File: config.mk
export PLATFORM = sky130hd
export DESIGN_NAME = sc_lane_shift_ctrl
export DESIGN_NICKNAME = d
export VERILOG_FILES = /design/src/rtl/sc_lane_shift_ctrl.sv
export SDC_FILE = /design/constraint.sdc
export NUM_CORES = 1
export LEC_CHECK = 0
export BUFFER_PORTS_ARGS = -buffer_cell sky130_fd_sc_hd__buf_2
export CORE_AREA = 2 2 70 72
export CTS_BUF_LIST = sky130_fd_sc_hd__clkbuf_4 sky130_fd_sc_hd__clkbuf_8
export CTS_CLUSTER_SIZE = 28
export DETAILED_ROUTE_END_ITERATION = 10
export DIE_AREA = 0 0 72 74
export PLACE_DENSITY = 0.62
export SETUP_SLACK_MARGIN = 0.05
export SLEW_MARGIN = 10
export SYNTH_ARGS = -nofsm -noshare
export SYNTH_HDL_FRONTEND = slang
export SYNTH_SLANG_ARGS = --single-unit
File: constraint.sdc
create_clock -name SC_LANE_SHIFT_CTRL_CLOCK_50 -period 2.4 [get_ports SC_LANE_SHIFT_CTRL_CLOCK_50]
set_input_delay 0.24 -clock SC_LANE_SHIFT_CTRL_CLOCK_50 [delete_from_list [all_inputs] [get_ports SC_LANE_SHIFT_CTRL_CLOCK_50]]
set_output_delay 0.24 -clock SC_LANE_SHIFT_CTRL_CLOCK_50 [all_outputs]
set_load 0.005 [all_outputs]
File: src/rtl/sc_lane_shift_ctrl.sv
// Purpose : paces single-cycle lane-rotate commands (and a one-cycle load
//           strobe) for a downstream shift register, from a prescaled base tick.
// Latency : all outputs registered; the first rotate command lands
//           PRESCALE*(speed+1) cycles after the load cycle.
// Backpressure: none downstream; pause freezes the pacing counters in place.
// Ports   : CLOCK_50 / RESET_InLow       clock, async active-low reset
//           start_InLow                  level, low = (re)load lane and run
//           pause_In                     high = freeze motion (HOLD)
//           direction_In                 0 = toward MSB, 1 = toward LSB
//           speed_InBUS                  rotate period in base ticks, minus 1
//           load_OutLow                  low for exactly the LOAD cycle
//           shiftselection_OutBUS        00 hold, 01 toward MSB, 10 toward LSB
//           data_OutBUS                  lane pattern to load
//           running_Out                  high while in RUN
module sc_lane_shift_ctrl #(
  parameter int LANESHIFT_DATAWIDTH = 8,
  parameter logic [LANESHIFT_DATAWIDTH-1:0] LANESHIFT_INITPATTERN = 8'b00110011,
  parameter int LANESHIFT_PRESCALE = 1250000
) (
  input  logic                           SC_LANE_SHIFT_CTRL_CLOCK_50,
  input  logic                           SC_LANE_SHIFT_CTRL_RESET_InLow,
  input  logic                           SC_LANE_SHIFT_CTRL_start_InLow,
  input  logic                           SC_LANE_SHIFT_CTRL_pause_In,
  input  logic                           SC_LANE_SHIFT_CTRL_direction_In,
  input  logic [3:0]                     SC_LANE_SHIFT_CTRL_speed_InBUS,
  output logic                           SC_LANE_SHIFT_CTRL_load_OutLow,
  output logic [1:0]                     SC_LANE_SHIFT_CTRL_shiftselection_OutBUS,
  output logic [LANESHIFT_DATAWIDTH-1:0] SC_LANE_SHIFT_CTRL_data_OutBUS,
  output logic                           SC_LANE_SHIFT_CTRL_running_Out
);

  localparam int BaseWidth = $clog2(LANESHIFT_PRESCALE);
  localparam logic [BaseWidth-1:0] BaseReload = BaseWidth'(LANESHIFT_PRESCALE - 1);
  localparam logic [BaseWidth-1:0] BaseOne    = BaseWidth'(1);

  typedef enum logic [1:0] {
    IDLE = 2'd0,
    LOAD = 2'd1,
    RUN  = 2'd2,
    HOLD = 2'd3
  } laneStateT;

  laneStateT            laneState;
  logic [BaseWidth-1:0] baseCnt;
  logic [3:0]           stepCnt;
  logic                 loadLow;
  logic                 runningReg;
  logic [1:0]           shiftSel;
  logic                 goLoad;

  // Start wins over everything except an in-progress LOAD, which always
  // hands over to RUN; holding start low therefore alternates LOAD/RUN.
  assign goLoad = !SC_LANE_SHIFT_CTRL_start_InLow && (laneState != LOAD);

  always_ff @(posedge SC_LANE_SHIFT_CTRL_CLOCK_50 or negedge SC_LANE_SHIFT_CTRL_RESET_InLow) begin
    if (!SC_LANE_SHIFT_CTRL_RESET_InLow) begin
      laneState  <= IDLE;
      loadLow    <= 1'b1;
      shiftSel   <= 2'b00;
      runningReg <= 1'b0;
      baseCnt    <= BaseReload;
      stepCnt    <= 4'd0;
    end else begin
      shiftSel <= 2'b00;
      if (goLoad) begin
        laneState  <= LOAD;
        loadLow    <= 1'b0;
        runningReg <= 1'b0;
        baseCnt    <= BaseReload;
        stepCnt    <= 4'd0;
      end else begin
        loadLow <= 1'b1;
        case (laneState)
          IDLE: begin
            laneState  <= IDLE;
            runningReg <= 1'b0;
          end
          LOAD: begin
            laneState  <= RUN;
            runningReg <= 1'b1;
          end
          RUN, HOLD: begin
            if (SC_LANE_SHIFT_CTRL_pause_In) begin
              // Counters stay frozen; a pulse due now is simply deferred.
              laneState  <= HOLD;
              runningReg <= 1'b0;
            end else begin
              // The cycle that leaves HOLD already counts, so a pause costs
              // exactly as many cycles as it is held.
              laneState  <= RUN;
              runningReg <= 1'b1;
              baseCnt    <= (baseCnt == '0) ? BaseReload : (baseCnt - BaseOne);
              // Base tick is taken on the edge where baseCnt reaches zero so
              // the registered pulse is visible in that zero cycle; this is
              // what keeps the first pulse at PRESCALE*(speed+1) after LOAD.
              if (baseCnt == BaseOne) begin
                // >= rather than == so a speed cut below stepCnt fires at
                // once instead of wrapping the 4-bit step counter.
                if (stepCnt >= SC_LANE_SHIFT_CTRL_speed_InBUS) begin
                  stepCnt  <= 4'd0;
                  shiftSel <= SC_LANE_SHIFT_CTRL_direction_In ? 2'b10 : 2'b01;
                end else begin
                  stepCnt <= stepCnt + 4'd1;
                end
              end
            end
          end
          default: begin
            laneState  <= IDLE;
            runningReg <= 1'b0;
          end
        endcase
      end
    end
  end

  assign SC_LANE_SHIFT_CTRL_load_OutLow           = loadLow;
  assign SC_LANE_SHIFT_CTRL_shiftselection_OutBUS = shiftSel;
  assign SC_LANE_SHIFT_CTRL_running_Out           = runningReg;
  // The load pattern is fixed; it is only captured downstream while load is low.
  assign SC_LANE_SHIFT_CTRL_data_OutBUS           = LANESHIFT_INITPATTERN;

endmodule
==> metrics.txt <==
result of the run=finished with violations; violations in the final reports=hold timing; Worst Setup End Kind=register; die width=72 um; post-synthesis async set-or-reset flop share=100%; warnings from Yosys=0; clock network latency to the later pin of the worst-skew pair=~280 ps; Yosys top cell area share=23.9%; clock root cell=clkbuf_8; highest cell delay on the worst timing path=630 ps; hpwl dp=2.95 mm; Final period util=92.2%; initial antenna violation count=0; largest cells by area after synthesis=dfrtp_1 (24%), dfstp_2 (16%), o31ai_1 (6.0%), ha_1 (5.0%), buf_4 (4.2%); shortest period the worst path allows=2210 ps; number of global-route vias before repair=1,512; Peak Freq=452 MHz; critical path type=reg -> reg; core utilization of the finished layout=roughly half; Final Setup Violations=0; CP required=2570 ps; launching element type of the critical path=register; post-synthesis cell type count=between 40 and 50; Max clock buf depth=2; number of synthesized register bits=31; placed cell area=0.00216 mm2; Initial Utilization=a little over two fifths; post-route antenna net violation count=0; first-pass iteration count of the detailed router=4; die height=between 70 and 80 um; count of input and output buffers=12; number of max-cap violations=0; number of hold-slack violations in the final timing report=4; portion of the post-synthesis area used by sequential elements=39.7%; worst path arrival time=2390 ps; syn_area_per_cell=9.00 um2; number of remaining DRC errors=0; total setup buffers inserted after CTS=0; final number of max-transition violations=0; num ports=21; pin count of the biggest net entering global routing=32; number of enable-type register cells in the synthesized netlist=0; headroom to the max-slew limit=roughly 55%; Core Rows=25; instance count of the mapped netlist=221; total gr overflow=0; Final #Nets=260; dominant synthesized flop cell=dfrtp_1; Static Leak=0.984 nW; slowest stage cell on the critical path=or4_2; largest fanout of any net on the critical path=4; final wirelength=4.14 mm; total via count after detailed routing=1,704; fraction of layout cells with a size suffix above 1=24.6%; actual slew at the worst max-slew pin=a little under 700 ps; cell-by-cell listing of the critical path=or4_4 -> or4_2 -> nor4_2 -> o311ai_0 -> o21a_1; Synth area leader=dfrtp_1; overall track demand over capacity in global routing=16.7%; CTS buffer count=5; kind of path behind the tightest hold check=in -> async; cell area after synthesis=0.00199 mm2; global-route wire length before repair=6.93 mm; Clock Sink Count=31; unrepaired setup endpoints after global routing=no; First DRT Iteration DRCs=179; clock tree from TritonCTS=done; area of the placeable core=~0.0046 mm2; IR Drop Worst-Case VDD=0.533 mV; final-layout worst hold slack=-1.83 ps; cell area after layout=between 0.002 and 0.0025 mm2; die footprint=0.00533 mm2; CTS clk-pin slew, worst paths=70 ps; via density per instance=5.72; area growth from synthesis to layout=14.5%; H-tree depth=2; antenna diode count=0; PwrDens=703 mW/mm2; mean routed wirelength per cell=13.9 um; global placement routability congestion=0.805; final clock skew=between 6 and 7 ps; total negative setup slack=0 ps
power breakdown:
group | internal [mW] | total [mW] | leakage (nW) | switching (mW)
Clock | 0.242 | 0.430 | 0.0517 | 0.188
Sequential | 0.650 | 0.752 | 0.385 | 0.102
Combinational | 0.175 | 0.418 | 0.547 | 0.244
layout make-up:
type                       instances  area, um2
clock inverter                     1       5.00
sequential                        31        791
clock buffer                       7       90.1
tap                               54       67.6
inverter                          12       45.0
fill                             420       2320
multi-input combinational        163       1070
timing repair buffer              30        208
placed cells by master, fill, tap and decap left out, types with 3 or more instances in the layout:
cell      instances
a21o_1            3
nor2b_1           3
o21ai_0           9
o21a_1            5
nor2_1           12
conb_1            8
inv_1            12
nand2b_1          3
dfstp_2          12
o311ai_0          5
clkbuf_8          6
nor3_1           13
a21oi_1           4
ha_1              8
o31ai_1          16
buf_4            17
buf_2            12
nand3_1          10
nor4_1           10
a31oi_1           3
nand2_1          18
dfrtp_1          19
or4_1             3
nor3b_1           5
worst max-delay path: cells and delay by family (launching register included):
| family | cells | cell delay [ps] |
|---|---|---|
| AO/OA/AOI/OAI | 2 | 270 |
| AND/OR/NAND/NOR | 3 | 1490 |
| flip-flops | 1 | 370 |
routing by layer:
metal / GRT usage, % / part of all wire, % / vias to the layer above
met5: 0 / 0 / -
met4: 5.66 / 0.97 / 0
met2: 27.0 / 47 / 44
met3: 3.25 / 4.1 / 5
met1: 22.8 / 48 / 804
li1: - / - / 851
path summary, 6_finish.rpt:
path / from / to / slack, ps / cells after the start
setup / recovery: baseCnt[9]$_DFFE_PN1P_ / baseCnt[19]$_DFFE_PN0P_ / 190 / 5
hold / removal: SC_LANE_SHIFT_CTRL_RESET_InLow / SC_LANE_SHIFT_CTRL_shiftselection_OutBUS[0]$_DFF_PN0_ / -2 / 1
setup reg to reg: baseCnt[9]$_DFFE_PN1P_ / baseCnt[19]$_DFFE_PN0P_ / 190 / 5
hold reg to reg: baseCnt[12]$_DFFE_PN1P_ / baseCnt[12]$_DFFE_PN1P_ / 500 / 2
max in group asynchronous: SC_LANE_SHIFT_CTRL_RESET_InLow / stepCnt[2]$_DFFE_PN0P_ / 1970 / 1
min in group SC_LANE_SHIFT_CTRL_CLOCK_50: SC_LANE_SHIFT_CTRL_direction_In / SC_LANE_SHIFT_CTRL_shiftselection_OutBUS[0]$_DFF_PN0_ / 130 / 2
timing repair:
action	4_1_cts	5_1_grt
hold buffers	0	0
resized for setup	0	3
setup endpoints to repair	0	7
registers in the layout, summed over array words and instances, names as in the netlist:
| register | count |
|---|---|
| baseCnt | 21 |
| SC_LANE_SHIFT_CTRL_running_Out | 1 |
| laneState | 2 |
| SC_LANE_SHIFT_CTRL_shiftselection_OutBUS | 2 |
| stepCnt | 4 |
| SC_LANE_SHIFT_CTRL_load_OutLow | 1 |
through the flow:
stage	hold slack, ps	instances	setup WS [ps]	total power [mW]
after detailed placement	325	290	136	1.17
after global placement	326	290	150	1.16
after CTS	21.5	298	129	1.61
after floorplan	-55.6	227	184	1.03
final	-1.83	298	187	1.60
after global routing	60.9	298	72.5	1.70
cells in the mapped netlist (all sizes together), types with 2 or more instances:
cell,number
a21o,3
a21oi,4
a31oi,3
buf,14
clkbuf,7
conb,2
dfrtp,19
dfstp,12
ha,8
inv,12
nand2,18
nand2b,3
nand3,10
nand4,2
nor2,12
nor2b,3
nor3,13
nor3b,5
nor4,13
o21a,5
o21ai,10
o22a,2
o311ai,5
o31ai,16
or3,3
or4,5
cell families after synthesis:
group | synth area share, %
adders and majority gates | 5.03
buffers and inverters | 8.49
DFF | 39.7
other | 0.377
AOI/OAI and AO/OA | 18.4
xor gates and xnor gates | 0.440
and+or+nand+nor | 27.0
muxes | 0.503
No activity file was read; power rests on OpenSTA's default activity.
